[config.mk]
export PLATFORM = sky130hd
export DESIGN_NAME = rf_access_scheduler_flat
export DESIGN_NICKNAME = d
export VERILOG_FILES = /design/src/rtl/rf_sched_pkg.sv /design/src/rtl/rf_access_scheduler_if.sv /design/src/rtl/rf_scoreboard.sv /design/src/rtl/rf_access_scheduler.sv /design/src/flat_wrapper.sv
export SDC_FILE = /design/constraint.sdc
export NUM_CORES = 1
export LEC_CHECK = 0
export CAP_MARGIN = 0
export CORE_AREA = 2 2 245 247
export CTS_CLUSTER_DIAMETER = 200
export CTS_CLUSTER_SIZE = 40
export DETAILED_ROUTE_END_ITERATION = 6
export DIE_AREA = 0 0 247 249
export GPL_TIMING_DRIVEN = 0
export PLACE_DENSITY = 0.36
export SLEW_MARGIN = 5
export SYNTH_ARGS = -nofsm -noshare
export SYNTH_HDL_FRONTEND = slang
export SYNTH_HIERARCHICAL = 1
export SYNTH_SLANG_ARGS = --single-unit
[constraint.sdc]
create_clock -name clk_i -period 3.3 [get_ports clk_i]
set_input_delay 0.495 -clock clk_i [delete_from_list [all_inputs] [get_ports clk_i]]
set_output_delay 0.495 -clock clk_i [all_outputs]
set_load 0.03 [all_outputs]
[src/rtl/rf_sched_pkg.sv]
// Shared types and sizing for the register-file access scheduler.
package rf_sched_pkg;

   localparam int unsigned NUM_SREG = 6;
   localparam int unsigned NUM_VREG = 6;
   localparam int unsigned ADDR_W   = 4;
   localparam int unsigned VDATA_W  = 192;

   typedef enum logic {SCALAR = 1'b0, VECTOR = 1'b1} reg_kind_e;

   typedef enum logic [1:0] {
      SS   = 2'b00,
      SV   = 2'b01,
      NONE = 2'b10,
      VV   = 2'b11
   } rd_type_e;

   function automatic logic addr_ok(logic [ADDR_W-1:0] addr, reg_kind_e kind);
      return 32'(addr) < ((kind == VECTOR) ? NUM_VREG : NUM_SREG);
   endfunction

endpackage

[src/rtl/rf_access_scheduler_if.sv]
// Decode issue, write requesters and register-file pins of the scheduler.
interface rf_access_scheduler_if;
   import rf_sched_pkg::*;

   logic               rd_valid;
   logic               rd_ready;
   logic [ADDR_W-1:0]  rd_a1;
   logic [ADDR_W-1:0]  rd_a2;
   logic [1:0]         rd_type;
   logic               rd_dst_en;
   logic [ADDR_W-1:0]  rd_dst_addr;
   logic               rd_dst_type;
   logic               rd_data_valid;

   logic               wb_valid;
   logic               wb_ready;
   logic [ADDR_W-1:0]  wb_addr;
   logic               wb_type;
   logic [VDATA_W-1:0] wb_data;

   logic               ld_valid;
   logic               ld_ready;
   logic [ADDR_W-1:0]  ld_addr;
   logic               ld_type;
   logic [VDATA_W-1:0] ld_data;

   logic [ADDR_W-1:0]  rf_a1;
   logic [ADDR_W-1:0]  rf_a2;
   logic [ADDR_W-1:0]  rf_a3;
   logic               rf_read;
   logic               rf_write;
   logic [1:0]         rf_regtype;
   logic               rf_destype;
   logic [VDATA_W-1:0] rf_wd;

   modport slave (
      input  rd_valid, rd_a1, rd_a2, rd_type, rd_dst_en, rd_dst_addr, rd_dst_type,
      input  wb_valid, wb_addr, wb_type, wb_data,
      input  ld_valid, ld_addr, ld_type, ld_data,
      output rd_ready, rd_data_valid, wb_ready, ld_ready,
      output rf_a1, rf_a2, rf_a3, rf_read, rf_write, rf_regtype, rf_destype, rf_wd
   );

   modport master (
      output rd_valid, rd_a1, rd_a2, rd_type, rd_dst_en, rd_dst_addr, rd_dst_type,
      output wb_valid, wb_addr, wb_type, wb_data,
      output ld_valid, ld_addr, ld_type, ld_data,
      input  rd_ready, rd_data_valid, wb_ready, ld_ready,
      input  rf_a1, rf_a2, rf_a3, rf_read, rf_write, rf_regtype, rf_destype, rf_wd
   );

endinterface

[src/rtl/rf_scoreboard.sv]
// Pending-destination bits for scalar and vector registers plus RAW/WAW lookup.
module rf_scoreboard
   import rf_sched_pkg::*;
(
   input  logic              clk_i,
   input  logic              rst_i,
   input  logic              flush_i,
   input  logic              set_i,
   input  reg_kind_e         set_kind_i,
   input  logic [ADDR_W-1:0] set_addr_i,
   input  logic              clr_i,
   input  reg_kind_e         clr_kind_i,
   input  logic [ADDR_W-1:0] clr_addr_i,
   input  rd_type_e          chk_type_i,
   input  logic [ADDR_W-1:0] chk_a1_i,
   input  logic [ADDR_W-1:0] chk_a2_i,
   input  logic              chk_dst_en_i,
   input  reg_kind_e         chk_dst_kind_i,
   input  logic [ADDR_W-1:0] chk_dst_addr_i,
   output logic              hazard_o
);

   logic [NUM_SREG-1:0] sb_s_q, sb_s_d;
   logic [NUM_VREG-1:0] sb_v_q, sb_v_d;

   function automatic logic is_pending(logic [NUM_SREG-1:0] s, logic [NUM_VREG-1:0] v,
                                       reg_kind_e kind, logic [ADDR_W-1:0] addr);
      logic hit;
      hit = 1'b0;
      if (kind == VECTOR) begin
         for (int unsigned i = 0; i < NUM_VREG; i++) if (addr == ADDR_W'(i)) hit = v[i];
      end else begin
         for (int unsigned i = 0; i < NUM_SREG; i++) if (addr == ADDR_W'(i)) hit = s[i];
      end
      return hit;
   endfunction

   logic      src_used;
   reg_kind_e src1_kind, src2_kind;

   always_comb begin
      src_used  = (chk_type_i != NONE);
      src1_kind = (chk_type_i == VV) ? VECTOR : SCALAR;
      src2_kind = (chk_type_i == VV || chk_type_i == SV) ? VECTOR : SCALAR;
      // Lookup uses registered bits, so a same-cycle clear still stalls.
      hazard_o  = (src_used && is_pending(sb_s_q, sb_v_q, src1_kind, chk_a1_i))
               || (src_used && is_pending(sb_s_q, sb_v_q, src2_kind, chk_a2_i))
               || (chk_dst_en_i && is_pending(sb_s_q, sb_v_q, chk_dst_kind_i, chk_dst_addr_i));
   end

   always_comb begin
      sb_s_d = sb_s_q;
      sb_v_d = sb_v_q;
      if (flush_i) begin
         sb_s_d = '0;
         sb_v_d = '0;
      end else begin
         // Clear first, then set, so a set always wins on the same register.
         for (int unsigned i = 0; i < NUM_SREG; i++) begin
            if (clr_i && clr_kind_i == SCALAR && clr_addr_i == ADDR_W'(i)) sb_s_d[i] = 1'b0;
            if (set_i && set_kind_i == SCALAR && set_addr_i == ADDR_W'(i)) sb_s_d[i] = 1'b1;
         end
         for (int unsigned i = 0; i < NUM_VREG; i++) begin
            if (clr_i && clr_kind_i == VECTOR && clr_addr_i == ADDR_W'(i)) sb_v_d[i] = 1'b0;
            if (set_i && set_kind_i == VECTOR && set_addr_i == ADDR_W'(i)) sb_v_d[i] = 1'b1;
         end
      end
   end

   always_ff @(posedge clk_i) begin
      if (rst_i) begin
         sb_s_q <= '0;
         sb_v_q <= '0;
      end else begin
         sb_s_q <= sb_s_d;
         sb_v_q <= sb_v_d;
      end
   end

endmodule

[src/rtl/rf_access_scheduler.sv]
// Register-file access scheduler: hazard-gated read issue and round-robin write port.
module rf_access_scheduler
   import rf_sched_pkg::*;
(
   input  logic                 clk_i,
   input  logic                 rst_i,
   input  logic                 flush_i,
   rf_access_scheduler_if.slave bus_io,
   output logic                 addr_err_o
);

   typedef enum logic {RrWb = 1'b0, RrLd = 1'b1} rr_e;

   rr_e  rr_q, rr_d;
   logic data_valid_q, addr_err_q, addr_err_d;

   rd_type_e          rd_type;
   reg_kind_e         src1_kind, src2_kind, dst_kind;
   logic              src_used, rd_oor, hazard, rd_accept;
   logic              grant_wb, grant_ld, granted, w_ok, wr_en;
   logic [ADDR_W-1:0] w_addr;
   reg_kind_e         w_kind;
   logic [VDATA_W-1:0] w_data;

   always_comb begin
      rd_type   = rd_type_e'(bus_io.rd_type);
      src_used  = (rd_type != NONE);
      src1_kind = (rd_type == VV) ? VECTOR : SCALAR;
      src2_kind = (rd_type == VV || rd_type == SV) ? VECTOR : SCALAR;
      dst_kind  = reg_kind_e'(bus_io.rd_dst_type);
      rd_oor    = (src_used && (!addr_ok(bus_io.rd_a1, src1_kind)
                             || !addr_ok(bus_io.rd_a2, src2_kind)))
               || (bus_io.rd_dst_en && !addr_ok(bus_io.rd_dst_addr, dst_kind));
      rd_accept = !rst_i && !flush_i && bus_io.rd_valid && !rd_oor && !hazard;
   end

   rf_scoreboard u_sb (
      .clk_i          (clk_i),
      .rst_i          (rst_i),
      .flush_i        (flush_i),
      .set_i          (rd_accept && bus_io.rd_dst_en),
      .set_kind_i     (dst_kind),
      .set_addr_i     (bus_io.rd_dst_addr),
      .clr_i          (wr_en),
      .clr_kind_i     (w_kind),
      .clr_addr_i     (w_addr),
      .chk_type_i     (rd_type),
      .chk_a1_i       (bus_io.rd_a1),
      .chk_a2_i       (bus_io.rd_a2),
      .chk_dst_en_i   (bus_io.rd_dst_en),
      .chk_dst_kind_i (dst_kind),
      .chk_dst_addr_i (bus_io.rd_dst_addr),
      .hazard_o       (hazard)
   );

   // Pointer only moves when both requesters contend.
   always_comb begin
      grant_wb = 1'b0;
      grant_ld = 1'b0;
      rr_d     = rr_q;
      if (!rst_i) begin
         if (bus_io.wb_valid && bus_io.ld_valid) begin
            grant_wb = (rr_q == RrWb);
            grant_ld = (rr_q == RrLd);
            rr_d     = (rr_q == RrWb) ? RrLd : RrWb;
         end else begin
            grant_wb = bus_io.wb_valid;
            grant_ld = bus_io.ld_valid;
         end
      end
      granted = grant_wb || grant_ld;
      w_addr  = grant_ld ? bus_io.ld_addr : bus_io.wb_addr;
      w_kind  = reg_kind_e'(grant_ld ? bus_io.ld_type : bus_io.wb_type);
      w_data  = grant_ld ? bus_io.ld_data : bus_io.wb_data;
      w_ok    = addr_ok(w_addr, w_kind);
      wr_en   = granted && w_ok;
   end

   always_comb begin
      addr_err_d = addr_err_q
                || (!rst_i && bus_io.rd_valid && rd_oor)
                || (granted && !w_ok);
   end

   always_comb begin
      bus_io.rd_ready      = rd_accept;
      bus_io.rd_data_valid = data_valid_q;
      bus_io.wb_ready      = grant_wb;
      bus_io.ld_ready      = grant_ld;
      bus_io.rf_read       = rd_accept;
      bus_io.rf_a1         = rd_accept ? bus_io.rd_a1 : '0;
      bus_io.rf_a2         = rd_accept ? bus_io.rd_a2 : '0;
      bus_io.rf_regtype    = rd_accept ? bus_io.rd_type : 2'b00;
      bus_io.rf_write      = wr_en;
      bus_io.rf_a3         = wr_en ? w_addr : '0;
      bus_io.rf_destype    = wr_en ? logic'(w_kind) : 1'b0;
      bus_io.rf_wd         = wr_en ? w_data : '0;
      addr_err_o           = addr_err_q;
   end

   always_ff @(posedge clk_i) begin
      if (rst_i) begin
         rr_q         <= RrWb;
         data_valid_q <= 1'b0;
         addr_err_q   <= 1'b0;
      end else begin
         rr_q         <= rr_d;
         data_valid_q <= rd_accept;
         addr_err_q   <= addr_err_d;
      end
   end

endmodule

[src/flat_wrapper.sv]
// flat-port wrapper written by rule: the top's interface ports become plain ports
module rf_access_scheduler_flat import rf_sched_pkg::*;
  (clk_i, rst_i, flush_i, addr_err_o, bus_io_rd_valid, bus_io_rd_a1, bus_io_rd_a2, bus_io_rd_type, bus_io_rd_dst_en, bus_io_rd_dst_addr, bus_io_rd_dst_type, bus_io_wb_valid, bus_io_wb_addr, bus_io_wb_type, bus_io_wb_data, bus_io_ld_valid, bus_io_ld_addr, bus_io_ld_type, bus_io_ld_data, bus_io_rd_ready, bus_io_rd_data_valid, bus_io_wb_ready, bus_io_ld_ready, bus_io_rf_a1, bus_io_rf_a2, bus_io_rf_a3, bus_io_rf_read, bus_io_rf_write, bus_io_rf_regtype, bus_io_rf_destype, bus_io_rf_wd);
  rf_access_scheduler_if bus_io_i ();
  input  logic clk_i;
  input  logic rst_i;
  input  logic flush_i;
  output logic addr_err_o;
  input wire logic [$bits(bus_io_i.rd_valid)-1:0] bus_io_rd_valid;
  input wire logic [$bits(bus_io_i.rd_a1)-1:0] bus_io_rd_a1;
  input wire logic [$bits(bus_io_i.rd_a2)-1:0] bus_io_rd_a2;
  input wire logic [$bits(bus_io_i.rd_type)-1:0] bus_io_rd_type;
  input wire logic [$bits(bus_io_i.rd_dst_en)-1:0] bus_io_rd_dst_en;
  input wire logic [$bits(bus_io_i.rd_dst_addr)-1:0] bus_io_rd_dst_addr;
  input wire logic [$bits(bus_io_i.rd_dst_type)-1:0] bus_io_rd_dst_type;
  input wire logic [$bits(bus_io_i.wb_valid)-1:0] bus_io_wb_valid;
  input wire logic [$bits(bus_io_i.wb_addr)-1:0] bus_io_wb_addr;
  input wire logic [$bits(bus_io_i.wb_type)-1:0] bus_io_wb_type;
  input wire logic [$bits(bus_io_i.wb_data)-1:0] bus_io_wb_data;
  input wire logic [$bits(bus_io_i.ld_valid)-1:0] bus_io_ld_valid;
  input wire logic [$bits(bus_io_i.ld_addr)-1:0] bus_io_ld_addr;
  input wire logic [$bits(bus_io_i.ld_type)-1:0] bus_io_ld_type;
  input wire logic [$bits(bus_io_i.ld_data)-1:0] bus_io_ld_data;
  output wire logic [$bits(bus_io_i.rd_ready)-1:0] bus_io_rd_ready;
  output wire logic [$bits(bus_io_i.rd_data_valid)-1:0] bus_io_rd_data_valid;
  output wire logic [$bits(bus_io_i.wb_ready)-1:0] bus_io_wb_ready;
  output wire logic [$bits(bus_io_i.ld_ready)-1:0] bus_io_ld_ready;
  output wire logic [$bits(bus_io_i.rf_a1)-1:0] bus_io_rf_a1;
  output wire logic [$bits(bus_io_i.rf_a2)-1:0] bus_io_rf_a2;
  output wire logic [$bits(bus_io_i.rf_a3)-1:0] bus_io_rf_a3;
  output wire logic [$bits(bus_io_i.rf_read)-1:0] bus_io_rf_read;
  output wire logic [$bits(bus_io_i.rf_write)-1:0] bus_io_rf_write;
  output wire logic [$bits(bus_io_i.rf_regtype)-1:0] bus_io_rf_regtype;
  output wire logic [$bits(bus_io_i.rf_destype)-1:0] bus_io_rf_destype;
  output wire logic [$bits(bus_io_i.rf_wd)-1:0] bus_io_rf_wd;
  assign bus_io_i.rd_valid = bus_io_rd_valid;
  assign bus_io_i.rd_a1 = bus_io_rd_a1;
  assign bus_io_i.rd_a2 = bus_io_rd_a2;
  assign bus_io_i.rd_type = bus_io_rd_type;
  assign bus_io_i.rd_dst_en = bus_io_rd_dst_en;
  assign bus_io_i.rd_dst_addr = bus_io_rd_dst_addr;
  assign bus_io_i.rd_dst_type = bus_io_rd_dst_type;
  assign bus_io_i.wb_valid = bus_io_wb_valid;
  assign bus_io_i.wb_addr = bus_io_wb_addr;
  assign bus_io_i.wb_type = bus_io_wb_type;
  assign bus_io_i.wb_data = bus_io_wb_data;
  assign bus_io_i.ld_valid = bus_io_ld_valid;
  assign bus_io_i.ld_addr = bus_io_ld_addr;
  assign bus_io_i.ld_type = bus_io_ld_type;
  assign bus_io_i.ld_data = bus_io_ld_data;
  assign bus_io_rd_ready = bus_io_i.rd_ready;
  assign bus_io_rd_data_valid = bus_io_i.rd_data_valid;
  assign bus_io_wb_ready = bus_io_i.wb_ready;
  assign bus_io_ld_ready = bus_io_i.ld_ready;
  assign bus_io_rf_a1 = bus_io_i.rf_a1;
  assign bus_io_rf_a2 = bus_io_i.rf_a2;
  assign bus_io_rf_a3 = bus_io_i.rf_a3;
  assign bus_io_rf_read = bus_io_i.rf_read;
  assign bus_io_rf_write = bus_io_i.rf_write;
  assign bus_io_rf_regtype = bus_io_i.rf_regtype;
  assign bus_io_rf_destype = bus_io_i.rf_destype;
  assign bus_io_rf_wd = bus_io_i.rf_wd;
  rf_access_scheduler u_core (.clk_i(clk_i), .rst_i(rst_i), .flush_i(flush_i), .bus_io(bus_io_i), .addr_err_o(addr_err_o));
endmodule
After elaboration in Yosys (flattened, before gate mapping)
Cells that the tools add are included.
{"block": "classes", "n_mux": 79, "bitwise_logic": 3, "reduce_logical": 76, "magnitude_cmp": 4, "eq_ne": 23}
{"operator": "2-to-1 mux 192 bit", "n": 2}
{"operator": "2-to-1 mux 1 bit", "n": 72}
{"operator": "logical AND 1 bit", "n": 43}
{"operator": "equality test 4 x 2 -> 1 bit, second input constant", "n": 8}
{"operator": "equality test 4 x 3 -> 1 bit, second input constant", "n": 8}
{"operator": "nonzero test 2 bit", "n": 12}
{"operator": "equality test 4 x 1 -> 1 bit, second input constant", "n": 4}
{"operator": "logical NOT 4 bit", "n": 4}
{"operator": "< comparator 4 x 3 -> 1 bit, second input constant", "n": 4}
{"operator": "2-to-1 mux 4 bit", "n": 4}
{"operator": "logical NOT 1 bit", "n": 8}
{"operator": "logical OR 1 bit", "n": 8}
{"operator": "inverter 1 bit", "n": 3}
{"operator": "equality test 2 x 1 -> 1 bit, second input constant", "n": 1}
{"operator": "equality test 2 bit, second input constant", "n": 1}
{"operator": "2-to-1 mux 2 bit", "n": 1}
{"operator": "!= test 2 bit, second input constant", "n": 1}
{"operator": "OR reduction 2 bit", "n": 1}
{"block": "word_totals", "word_cells": 200, "register_bits": 15, "inputBits": 416}

Logic depth before layout (Yosys ltp)
Gate-level depths: netlist of run 1.
{"block": "depth", "depth_word": 17, "ltp_mapped": 14, "mapped_depth_nobuf": 12}

Cells and area by module
Netlist of run 1, hierarchy kept.
{"module": "rf_access_scheduler", "cells_per_inst": 700, "n_inst": 1, "area_each_um2": 3689.8}
{"module": "rf_scoreboard", "cells_per_inst": 121, "n_inst": 1, "area_each_um2": 927.1}

Worst setup path before layout of run 1
OpenSTA, ideal clock, no wires.
{"block": "synth_path", "kind": "input -> register", "from": "input bus_io_rd_a2[1]", "to": "register u_core.u_sb.sb_s_q[3]", "arrival_ns": 3.451, "required_ns": 3.230, "setup_ns": 0.070, "path_stages": 13, "n_path_buf": 2, "setup_slack_ns": -0.220, "path_cell_list": "buf_6 -> mux2i_1 -> nor3_1 -> o311ai_0 -> o41ai_1 -> or4_1 -> or3_1 -> a211oi_1 -> buf_2 -> and2_1 -> nor4b_1 -> nand3_1 -> a21oi_1"}
{"block": "synth_via", "elab_chain_cells": 17, "word_cells_on_any_way": 36}
{"element": "start, declared", "line": "flat_wrapper.sv:11", "text": "input wire logic [$bits(bus_io_i.rd_a2)-1:0] bus_io_rd_a2;"}
{"element": "logical NOT 4 bit", "line": "rf_scoreboard.sv:31, rf_scoreboard.sv:33"}
{"element": "2-to-1 mux 1 bit (on tied branches) (6 in series)", "line": "rf_scoreboard.sv:33, rf_scoreboard.sv:31"}
{"element": "2-to-1 mux 1 bit (*)", "line": "rf_scoreboard.sv:30", "text": "if (kind == VECTOR) begin"}
{"element": "logical AND 1 bit (*)", "line": "rf_scoreboard.sv:47", "text": "|| (src_used && is_pending(sb_s_q, sb_v_q, src2_kind, chk_a2_i))"}
{"element": "logical OR 1 bit (*)", "line": "rf_scoreboard.sv:47"}
{"element": "logical OR 1 bit (*)", "line": "rf_scoreboard.sv:48", "text": "|| (chk_dst_en_i && is_pending(sb_s_q, sb_v_q, chk_dst_kind_i, chk_dst_addr_i));"}
{"element": "named net u_core.hazard", "line": "rf_access_scheduler.sv:19", "text": "logic src_used, rd_oor, hazard, rd_accept;"}
{"element": "logical NOT 1 bit (*)", "line": "rf_access_scheduler.sv:34", "text": "rd_accept = !rst_i && !flush_i && bus_io.rd_valid && !rd_oor && !hazard;"}
{"element": "logical AND 1 bit (*)", "line": "rf_access_scheduler.sv:34"}
{"element": "named net bus_io_rd_ready", "line": "flat_wrapper.sv:24", "text": "output wire logic [$bits(bus_io_i.rd_ready)-1:0] bus_io_rd_ready;"}
{"element": "logical AND 1 bit (*)", "line": "rf_access_scheduler.sv:41", "text": ".set_i (rd_accept && bus_io.rd_dst_en),"}
{"element": "logical AND 1 bit (*) (2 in series)", "line": "rf_scoreboard.sv:61", "text": "if (set_i && set_kind_i == SCALAR && set_addr_i == ADDR_W'(i)) sb_s_d[i] = 1'b1;"}
{"element": "2-to-1 mux 1 bit or nonzero test 2 bit (tied branches)"}
{"element": "end signal, assigned", "line": "rf_scoreboard.sv:75", "text": "sb_s_q <= sb_s_d;"}
{"element": "end, declared", "line": "rf_scoreboard.sv:23", "text": "logic [NUM_SREG-1:0] sb_s_q, sb_s_d;"}
Mark *: on every way through the listed nets, which the timed path passes. The rest lies on a longest branch.
A chain may end at the register's enable or synchronous reset.

Worst setup path in the final report of run 1
{"block": "layout_path", "from": "input bus_io_rd_type[1]", "to": "output bus_io_rf_regtype[0]"}
{"block": "layout_via", "elab_chain_cells": 10, "word_cells_on_any_way": 19}
{"element": "start, declared", "line": "flat_wrapper.sv:12", "text": "input wire logic [$bits(bus_io_i.rd_type)-1:0] bus_io_rd_type;"}
{"element": "equality test 2 bit or equality test 2 x 1 -> 1 bit (tied branches)"}
{"element": "logical OR 1 bit"}
{"element": "2-to-1 mux 1 bit", "line": "rf_scoreboard.sv:44", "text": "src2_kind = (chk_type_i == VV || chk_type_i == SV) ? VECTOR : SCALAR;"}
{"element": "2-to-1 mux 1 bit", "line": "rf_scoreboard.sv:30"}
{"element": "logical AND 1 bit", "line": "rf_scoreboard.sv:47"}
{"element": "logical OR 1 bit (*)", "line": "rf_scoreboard.sv:47"}
{"element": "logical OR 1 bit (*)", "line": "rf_scoreboard.sv:48"}
{"element": "named net u_core.hazard", "line": "rf_access_scheduler.sv:19"}
{"element": "logical NOT 1 bit (*)", "line": "rf_access_scheduler.sv:34"}
{"element": "logical AND 1 bit (*)", "line": "rf_access_scheduler.sv:34"}
{"element": "2-to-1 mux 2 bit (*)", "line": "rf_access_scheduler.sv:93", "text": "bus_io.rf_regtype = rd_accept ? bus_io.rd_type : 2'b00;"}
{"element": "end, declared", "line": "flat_wrapper.sv:33", "text": "output wire logic [$bits(bus_io_i.rf_regtype)-1:0] bus_io_rf_regtype;"}
Marked as above.

==> reports/metrics.cfg, run 1 <==
[routing]
routedLengthMet1_um=16000
wl_met3_um=2900
viasPerCell=3.54
met2_length_um=20200
vias_post_dr=7910
route.top_layer_used=met5
drt-initial-drc-count=304
drt_pass1_iterations=4
postRouteWirelength_um=39400
post_detailed_route_count_of_antenna_violating_nets=0
detail_route.drc_violations=0
post_drt_wl_per_cell_um=17.7

[logic_synthesis]
syn-mean-instance-area_um2=5.62
ys_async_sr_fraction_pct=0
synth_cell_type_count=44
synth_compound_area_share_pct=37.6
synth_xor_xnor_area_share_pct=0.190
synth-adder-area-share_pct=0
synth_fp_nets=1237
postSynthCellCount=821
multiplexer_share_of_the_synthesized_area_pct=4.28
combinational_family_with_the_most_area_after_synthesis=simple AND/OR/NAND/NOR gates
synthesized_area_fraction_occupied_by_and_or_nand_nor_cells_pct=41.4
synthesis.area_um2=4620
synth_ff_type=dfxtp_1
synth_edf_count=0
synth-seq-area-share_pct=6.50
yosys_register_bits=15
yosysWarningCount=6

[cts]
cts.sinks=15
clock_pin_transition_on_the_worst_setup_and_hold_timing_paths_ns=0.05
cts_tree=yes
clock_tree.htree_level_count=1
clkLatencyLatePin_ns=0.25
clock_tree.buffer_depth=2
cts_hold_repair.buffers=0
tritoncts.num_buffers=3
root_buffer=clkbuf_16

[sta]
unrepaired_setup_endpoints_after_global_routing=true
worst_slew_margin_rel_pct=63.6
max_slew.worst_pin.slew_ns=0.546
final_hold_viol_count=0
finClkSkew_ns=0.00347
final.min_clock_period_ns=3.51
max_freq_mhz=285
setup_viol=17
drv_slew=0
setup_ws_ns=-0.208
timing.final.crit_share_pct=106

[critical_path]
path_common_cell=buf_6
highest_cell_delay_on_the_worst_timing_path_ns=0.52
critical-path-slowest-cell=clkdlybuf4s50_1
data_arrival_time_of_the_worst_path_ns=3.01
worst-path-max-fanout=5
r2r_start=u_core/u_sb/sb_v_q[3]
crit_family=simple AND/OR/NAND/NOR gates
r2r_setup_slack_ns=-0.02
cp_data_required_time_ns=2.80
launching_element_type_of_the_critical_path=input pin
path_buf_inv=3
timing.critical_path.cells=clkdlybuf4s50_1 > nand2_1 > nor2_1 > o211ai_1 > o41ai_2 > or4_1 > or3_4 > a211oi_4 > buf_6 > and2_4 > buf_6
crit_path_end_kind=primary output
critPathLaunch=bus_io_rd_type[1]
crit_type=input pin to primary output

[die]
die_width_um=247
initial_core_util_pct=7.87
floorplan.core_area_um2=58700
num_io_pins=630
total_die_area_um2=61500
die_h_um=249
fp-row-count=89

[run_status]
failing_checks=setup timing
run_status=complete, but fails checks

[global_route]
grt_pass1_vias=8161
global_route_wire_length_before_repair_um=55000
number_of_antenna_violations_at_the_first_check_in_global_routing=4
globalRouteOverflowTotal=0
grt_max_degree=11
gr-usage-all-layers_pct=11.8

[final_layout]
final-seq-area_um2=304
commonest_cells_after_routing_fill_and_taps_aside=clkdlybuf4s50_1, nand2_1, clkbuf_2
final_nets=1875
mostFrequentLayoutCell=clkdlybuf4s50_1
post_synthesis_to_final_layout_area_growth_pct=147
multi_input_logic_area_um2=3980
drive_gt1_share_pct=29.9
final.fill_count=6746
postLayoutCellArea_um2=11400

[flow_run]
reported_max_cap_violation_count=0

[placement]
postPlaceCellArea_um2=11900
port-buffer-count=628
gp_congestion=0.868
dp_hpwl_um=34200
place_ws_ns=-1.74

[hold_path]
origin_of_the_worst_min_delay_path=u_core/u_sb/sb_v_q[0]
timing.hold.worst.class=register to register

[pwr]
leakagePower_nw=4.66
ir_drop_mv=0.136
power_per_cell_area_nw_per_um2=156

## cell families (layout without fill, tap and decap cells)
group / Yosys count / in the layout
compound gates: 241 / 241
xor+xnor: 1 / 1
buf+inv: 80 / 717
flops: 15 / 15
mux: 16 / 16
other cells: 1 / 4
simple gates: 467 / 467
## timing repair
action	4_1_cts	5_1_grt
buffers inserted	3	1
setup endpoints to repair	222	208
pin swaps	11	2
gates cloned	1	0
gates resized for setup	462	346
## path summary, 6_finish.rpt
kind	cells past startpoint	endpoint
worst max-delay path	11	bus_io_rf_regtype[0]
worst min-delay path	2	u_core/u_sb/sb_v_q[0]
worst max register to register	12	u_core/u_sb/sb_v_q[3]
worst min register to register	2	u_core/u_sb/sb_v_q[0]
## per-stage QoR
step                      instances  utilization [%]  total power [W]  TNS (ns)  hold WS [ns]
after CTS                      2230             20.4          0.00182     -3.83         0.513
after global placement         2222             20.3          0.00161   -190.67         0.509
after detailed placement       2222             20.3          0.00161   -193.72         0.508
final                          2234             19.4          0.00178     -2.46         0.513
after floorplan                 821                -         0.000764   -0.0450         0.469
after global routing           2234             19.4          0.00189     -4.45         0.542
## worst reg2reg max path: stages (launching register included)
cell	delay [ns]
dfxtp_2	0.33
mux4_2	0.48
inv_2	0.07
o22ai_1	0.06
and4b_1	0.21
or4_1	0.51
or3_4	0.36
a211oi_4	0.26
buf_6	0.18
and2_1	0.18
nor4bb_4	0.33
nand3_1	0.12
a21oi_1	0.14
## layer usage
metal	global-route usage (%)	vias up
met5	0	-
met4	1.34	2
met3	2.34	18
met2	22.4	351
met1	14.0	3552
li1	-	3987
## state kept, by name, indices dropped and copies added, names as in the netlist
| name | cells |
|---|---|
| u_core/u_sb/sb_v_q | 6 |
| u_core/rr_q | 1 |
| u_core/addr_err_o | 1 |
| u_core/u_sb/sb_s_q | 6 |
| u_core/bus_io.rd_data_valid | 1 |
## cells in the mapped netlist, drive strengths merged (3+ instances only)
library cell / count / area share (%)
nand2: 403 / 33
nand3b: 3 / 0.49
nor3: 5 / 0.54
inv: 10 / 0.81
a211oi: 4 / 0.65
nand3: 6 / 0.76
nor2b: 8 / 1.1
nand2b: 9 / 1.2
nor2: 9 / 0.73
o21ai: 14 / 1.5
o22ai: 3 / 0.41
o41ai: 4 / 0.76
a21oi: 210 / 33
dfxtp: 15 / 6.5
mux2i: 10 / 2.2
clkbuf: 22 / 1.8
and2: 11 / 1.5
mux2: 4 / 0.98
buf: 48 / 7.4
## power breakdown
group | internal (W) | switching [W] | leakage (nW)
registers | 0.000184 | 0.00000318 | 0.123
logic | 0.000661 | 0.000687 | 4.50
clock network | 0.000164 | 0.0000773 | 0.0382
total | 0.00101 | 0.000767 | 4.66
## final cells by class
class	count	share of cell area (%)
timing repair buffer	633	48.3
multi-input combinational	726	35.0
inverter	10	0.352
clock buffer	4	0.692
buffer	70	4.44
sequential	15	2.67
tap	773	8.50
antenna	3	0.0659
No activity file was read; power rests on OpenSTA's default activity.
==> run 2: changes to the inputs <==
- CORE_AREA: 2 2 245 247 -> 2 2 242 244
- DIE_AREA: 0 0 247 249 -> 0 0 244 246
- PLACE_DENSITY: 0.36 -> 0.35
- clock period: 3.3 -> 4.1 ns (I/O delays scaled with it)
==> reports/metrics.cfg, run 2 (same netlist as run 1, synthesis figures left out) <==
[sta]
timing.final.crit_share_pct=96.4
drv_slew=0  ; unchanged
max_freq_mhz=253
final_hold_viol_count=0  ; unchanged
finClkSkew_ns=0.00339  ; was 0.00347 ns
setup_viol=0  ; was 17
unrepaired_setup_endpoints_after_global_routing=false  ; was true
final.min_clock_period_ns=3.95
worst_slew_margin_rel_pct=62.3  ; was 63.6%
max_slew.worst_pin.slew_ns=0.565  ; was 0.546 ns

[global_route]
number_of_antenna_violations_at_the_first_check_in_global_routing=8  ; was 4
globalRouteOverflowTotal=0  ; unchanged
grt_max_degree=11  ; unchanged
gr-usage-all-layers_pct=12.7  ; was 11.8%
grt_pass1_vias=8256  ; was 8,161
global_route_wire_length_before_repair_um=57100  ; was 55,000 µm

[placement]
gp_congestion=0.838  ; was 0.868
port-buffer-count=628  ; unchanged
dp_hpwl_um=36100  ; was 34,200 µm

[cts]
cts.sinks=15  ; unchanged
tritoncts.num_buffers=3  ; unchanged
clock_tree.htree_level_count=1  ; unchanged
cts_tree=yes  ; unchanged
cts_hold_repair.buffers=0  ; unchanged
clock_pin_transition_on_the_worst_setup_and_hold_timing_paths_ns=0.05  ; about the same
clkLatencyLatePin_ns=0.24  ; was 0.25 ns
root_buffer=clkbuf_16  ; unchanged
clock_tree.buffer_depth=2  ; unchanged

[critical_path]
ff2ff_path_depth=12  ; unchanged
critical-path-slowest-cell=clkdlybuf4s50_1  ; unchanged
worst-path-max-fanout=11  ; was 5
worstSetupPathDepth=8  ; was 11
r2r_start=u_core/u_sb/sb_v_q[2]  ; was u_core/u_sb/sb_v_q[3]
timing.critical_path.cells=clkdlybuf4s50_1 > and2b_2 > nand2_2 > buf_4 > buf_2 > nand2_1 > a21oi_2 > clkdlybuf4s50_1  ; was clkdlybuf4s50_1 > nand2_1 > nor2_1 > o211ai_1 > o41ai_2 > or4_1 > or3_4 > a211oi_4 > buf_6 > and2_4 > buf_6
r2r-end=u_core/u_sb/sb_v_q[3]  ; unchanged
highest_cell_delay_on_the_worst_timing_path_ns=0.69  ; was 0.52 ns
launching_element_type_of_the_critical_path=input pin  ; unchanged
crit_path_end_kind=primary output  ; unchanged
crit_type=input pin to primary output  ; unchanged
path_buf_inv=4  ; was 3
r2r_setup_slack_ns=0.58  ; was -0.02 ns
crit_end=bus_io_rf_wd[103]  ; was bus_io_rf_regtype[0]
critPathLaunch=rst_i  ; was bus_io_rd_type[1]
data_arrival_time_of_the_worst_path_ns=3.34  ; was 3.01 ns
cp_data_required_time_ns=3.48  ; was 2.80 ns
crit_family=buffers and inverters  ; was simple AND/OR/NAND/NOR gates
path_common_cell=clkdlybuf4s50_1  ; was buf_6

[pwr]
power_per_cell_area_nw_per_um2=124  ; was 156 nW/µm²
design_power_total_w=0.00149  ; was 0.00178 W
ir_drop_mv=0.143  ; was 0.136 mV
leakagePower_nw=4.52  ; was 4.66 nW

[die]
total_die_area_um2=60000  ; was 61,500 µm²
die_h_um=246  ; was 249 µm
initial_core_util_pct=8.05  ; was 7.87%
floorplan.core_area_um2=57400  ; was 58,700 µm²
die_width_um=244  ; was 247 µm
fp-row-count=88  ; was 89
num_io_pins=630  ; unchanged

[final_layout]
post_synthesis_to_final_layout_area_growth_pct=161  ; was 147%
drive_gt1_share_pct=15.7  ; was 29.9%
top_regs=u_core/u_sb/sb_s_q x6, u_core/u_sb/sb_v_q x6  ; unchanged
final_nets=1870  ; was 1,875
mostFrequentLayoutCell=clkdlybuf4s50_1  ; unchanged
layout.core_utilization_pct=21.0  ; was 19.4%
commonest_cells_after_routing_fill_and_taps_aside=clkdlybuf4s50_1, nand2_1, a21oi_2  ; was clkdlybuf4s50_1, nand2_1, clkbuf_2

[routing]
vias_post_dr=7925  ; was 7,910
viasPerCell=3.56  ; was 3.54
post_detailed_route_count_of_antenna_violating_nets=0  ; unchanged
detail_route.drc_violations=0  ; unchanged
postRouteWirelength_um=41300  ; was 39,400 µm
drt-initial-drc-count=245  ; was 304
drt_pass1_iterations=5  ; was 4
post_drt_wl_per_cell_um=18.5  ; was 17.7 µm

[hold_path]
worst_hold_path.num_cells=2  ; unchanged
timing.hold.worst.class=register to register  ; unchanged

[run_status]
run_status=complete, no violations  ; was complete, but fails checks

[flow_run]
reported_max_cap_violation_count=0  ; unchanged

[run 2: cell count changes in the layout (fill, tap and decap cells not counted), moves of 9 or more]
cell             change
clkdlybuf4s50_1    +182
clkbuf_2           -144
buf_2               -15
buf_6               -13
and2_1              +10
and2_4              -10
dlymetal6s2s_1      +10
clkdlybuf4s15_2      -9
[run 2: timing repair]
item                                    4_1_cts  5_1_grt
pin swaps                                     3        2
gates resized for setup                     121       28
endpoints found under the setup margin      145       59
cloned                                        1        0
setup buffers                                 0        0
[run 2: layout make-up]
| cell class | count | area, µm² |
|---|---|---|
| Antenna cell | 8 | 20.0 |
| Timing Repair Buffer | 629 | 6280 |
| Multi-Input combinational cell | 726 | 3890 |
| Buffer | 69 | 467 |
| Clock inverter | 1 | 5.00 |
| Inverter | 10 | 37.5 |
| Sequential cell | 15 | 300 |
| Tap cell | 765 | 957 |
| Fill cell | 6494 | 45300 |
| Clock buffer | 3 | 75.1 |
[run 2: power breakdown]
part / internal (W) / switching [W]
combinational: 0.000587 / 0.000557
sequential: 0.000148 / 0.00000205
clock: 0.000130 / 0.0000616
[run 2: per-stage QoR]
stage	TNS [ns]	hold slack (ns)	area, µm²	cells	setup WS (ns)
2_1_floorplan	0	0.469	4620	821	0.432
3_3_place_gp	-38.36	0.511	11900	2214	-1.30
3_5_place_dp	-39.57	0.515	11900	2214	-1.29
4_1_cts	0	0.518	12000	2219	0.00490
5_1_grt	0	0.547	12000	2222	0.00000333
6_report	0	0.520	12000	2226	0.147
[run 2: how the worst min path moves through the flow]
| stage | from | to | slack [ns] |
|---|---|---|---|
| 2_1_floorplan | u_core/u_sb/sb_s_q[4] | u_core/u_sb/sb_s_q[4] | 0.47 |
| 3_3_place_gp | u_core/u_sb/sb_s_q[1] | u_core/u_sb/sb_s_q[1] | 0.51 |
| 3_5_place_dp | u_core/u_sb/sb_v_q[1] | u_core/u_sb/sb_v_q[1] | 0.52 |
| 4_1_cts | u_core/u_sb/sb_v_q[1] | u_core/u_sb/sb_v_q[1] | 0.52 |
| 5_1_grt | u_core/u_sb/sb_s_q[1] | u_core/u_sb/sb_s_q[1] | 0.55 |
| 6_report | u_core/u_sb/sb_v_q[1] | u_core/u_sb/sb_v_q[1] | 0.52 |
[run 2: worst min-delay path, cell delays in order (launching register included)]
cell     delay [ns]
dfxtp_1        0.33
o21ai_0        0.08
a21oi_1        0.06
[run 2: per-layer routing]
| metal | track usage [%] | part of all wire (%) | up-vias |
|---|---|---|---|
| li1 | - | - | 3987 |
| met4 | 2.49 | 2.0 | 4 |
| met5 | 0 | 0.053 | - |
| met1 | 14.7 | 40 | 3573 |
| met2 | 24.0 | 52 | 329 |
| met3 | 2.41 | 5.8 | 32 |
==> run 3: changes to the inputs <==
- PLACE_DENSITY: 0.35 -> default
==> reports/metrics.cfg, run 3 (same netlist as run 1, synthesis figures left out) <==
[run_status]
run_status=complete, no violations  ; unchanged

[final_layout]
mostFrequentLayoutCell=clkdlybuf4s50_1  ; unchanged
post_synthesis_to_final_layout_area_growth_pct=163  ; was 161%
commonest_cells_after_routing_fill_and_taps_aside=clkdlybuf4s50_1, nand2_1, a21oi_2  ; unchanged
final.fill_count=6465  ; was 6,494
drive_gt1_share_pct=16.5  ; was 15.7%
multi_input_logic_area_um2=3910  ; was 3890 µm²
top_regs=u_core/u_sb/sb_s_q x6, u_core/u_sb/sb_v_q x6  ; unchanged
final_cells=2225  ; was 2,226
final-seq-area_um2=300  ; unchanged
final_nets=1875  ; was 1,870

[cts]
tritoncts.num_buffers=3  ; unchanged
root_buffer=clkbuf_16  ; unchanged
clock_pin_transition_on_the_worst_setup_and_hold_timing_paths_ns=0.05  ; about the same
cts_hold_repair.buffers=0  ; unchanged
clock_tree.buffer_depth=2  ; unchanged
cts_tree=yes  ; unchanged
clock_tree.htree_level_count=1  ; unchanged
cts.sinks=15  ; unchanged
clkLatencyLatePin_ns=0.24  ; about the same

[critical_path]
crit_type=input pin to primary output  ; unchanged
launching_element_type_of_the_critical_path=input pin  ; unchanged
cp_data_required_time_ns=3.48  ; about the same
data_arrival_time_of_the_worst_path_ns=3.35  ; was 3.34 ns
highest_cell_delay_on_the_worst_timing_path_ns=0.69  ; about the same
critical-path-slowest-cell=clkdlybuf4s50_1  ; unchanged
path_common_cell=clkdlybuf4s50_1  ; unchanged
timing.critical_path.cells=clkdlybuf4s50_1 > and2b_2 > nand2_2 > clkbuf_2 > nand2_1 > a21oi_1 > clkdlybuf4s50_1  ; was clkdlybuf4s50_1 > and2b_2 > nand2_2 > buf_4 > buf_2 > nand2_1 > a21oi_2 > clkdlybuf4s50_1
crit_path_end_kind=primary output  ; unchanged
worst-path-max-fanout=10  ; was 11

[sta]
final.min_clock_period_ns=3.97  ; was 3.95 ns
max_freq_mhz=252  ; was 253 MHz
timing.final.crit_share_pct=96.8  ; was 96.4%
finClkSkew_ns=0.00358  ; was 0.00339 ns
sum_of_negative_setup_slack_ns=0  ; unchanged
worst_slew_margin_rel_pct=57.2  ; was 62.3%
final.hold.worst_slack_ns=0.529  ; was 0.520 ns
setup_viol=0  ; unchanged
unrepaired_setup_endpoints_after_global_routing=false  ; unchanged
setup_ws_ns=0.130  ; was 0.147 ns
max_slew.worst_pin.slew_ns=0.641  ; was 0.565 ns
drv_slew=0  ; unchanged
final_hold_viol_count=0  ; unchanged

[routing]
drt_pass1_iterations=4  ; was 5
viasPerCell=3.71  ; was 3.56
drt-initial-drc-count=328  ; was 245
post_detailed_route_count_of_antenna_violating_nets=0  ; unchanged
vias_post_dr=8257  ; was 7,925
detail_route.drc_violations=0  ; unchanged
postRouteWirelength_um=38500  ; was 41,300 µm
post_drt_wl_per_cell_um=17.3  ; was 18.5 µm

[die]
fp-row-count=88  ; unchanged
total_die_area_um2=60000  ; unchanged
initial_core_util_pct=8.05  ; unchanged
die_h_um=246  ; unchanged
num_io_pins=630  ; unchanged
floorplan.core_area_um2=57400  ; unchanged
die_width_um=244  ; unchanged

[placement]
dp_hpwl_um=33500  ; was 36,100 µm
place_ws_ns=-1.23  ; was -1.29 ns
port-buffer-count=628  ; unchanged
gp_congestion=0.878  ; was 0.838
placed_cells_incl_taps=2214  ; unchanged

[pwr]
ir_drop_mv=0.117  ; was 0.143 mV
power_per_cell_area_nw_per_um2=122  ; was 124 nW/µm²
leakagePower_nw=4.96  ; was 4.52 nW

[global_route]
grt_max_degree=11  ; unchanged
gr-usage-all-layers_pct=11.7  ; was 12.7%
globalRouteOverflowTotal=0  ; unchanged
grt_pass1_vias=8314  ; was 8,256
number_of_antenna_violations_at_the_first_check_in_global_routing=14  ; was 8
global_route_wire_length_before_repair_um=53300  ; was 57,100 µm

[flow_run]
reported_max_cap_violation_count=0  ; unchanged

[hold_path]
timing.hold.worst.class=register to register  ; unchanged

-- run 3: changes by cell type in the layout (fill, tap and decap cells not counted), moves of 2 or more --
cell,delta
clkdlybuf4s50_1,-17
dlygate4sd2_1,-10
buf_2,+4
and2_4,+5
buf_6,+5
dlymetal6s2s_1,+25
buf_4,-2
and2_1,-5
diode_2,-6
-- run 3: timing repair --
item                       in CTS  in global routing
setup endpoints to repair     155                 95
resized for setup             112                 71
gates cloned                    1                  0
pin swaps                       4                  5
buffers inserted                2                  2
-- run 3: cell type report --
type	count	share of cell area, %
diodes	2	0.0412
plain buffers	70	3.90
clock buffers	3	0.618
clock inverters	1	0.0412
inverters	10	0.309
multi-input cells	726	32.1
flip-flops and latches	15	2.47
well taps	765	7.87
repair buffers	633	52.6
-- run 3: final timing paths --
kind / from / end / slack (ns) / depth (start not counted)
setup / recovery: rst_i / bus_io_rf_wd[6] / 0.13 / 7
hold / removal: u_core/u_sb/sb_s_q[2] / u_core/u_sb/sb_s_q[2] / 0.53 / 2
setup reg to reg: u_core/u_sb/sb_s_q[1] / u_core/u_sb/sb_s_q[3] / 0.68 / 12
hold reg to reg: u_core/u_sb/sb_s_q[2] / u_core/u_sb/sb_s_q[2] / 0.53 / 2
-- run 3: worst max-delay path: cells and delay by family --
kind	cells	cell delay, ns
AO/OA/AOI/OAI	1	0.21
buffers and inverters	3	1.78
AND/OR/NAND/NOR	3	0.72
-- run 3: per-stage QoR --
stage | instance area (µm²) | util [%] | power [W]
3_5_place_dp | 11900 | 20.7 | 0.00129
3_3_place_gp | 11900 | 20.7 | 0.00129
4_1_cts | 12000 | 20.9 | 0.00150
6_report | 12200 | 21.2 | 0.00149
2_1_floorplan | 4620 | - | 0.000614
5_1_grt | 12200 | 21.2 | 0.00157
-- run 3: routing by layer --
metal | wire (µm) | vias to the layer above | global-route usage (%)
li1 | - | 3982 | -
met1 | 16600 | 3813 | 15.1
met2 | 18100 | 414 | 19.9
met3 | 3270 | 36 | 3.01
met4 | 492 | 12 | 1.88
met5 | 68 | - | 0
-- run 3: power breakdown --
part	leakage, nW	switching [W]	internal (W)
sequential	0.121	0.00000190	0.000148
clock	0.0409	0.0000597	0.000130
combinational	4.80	0.000556	0.000592
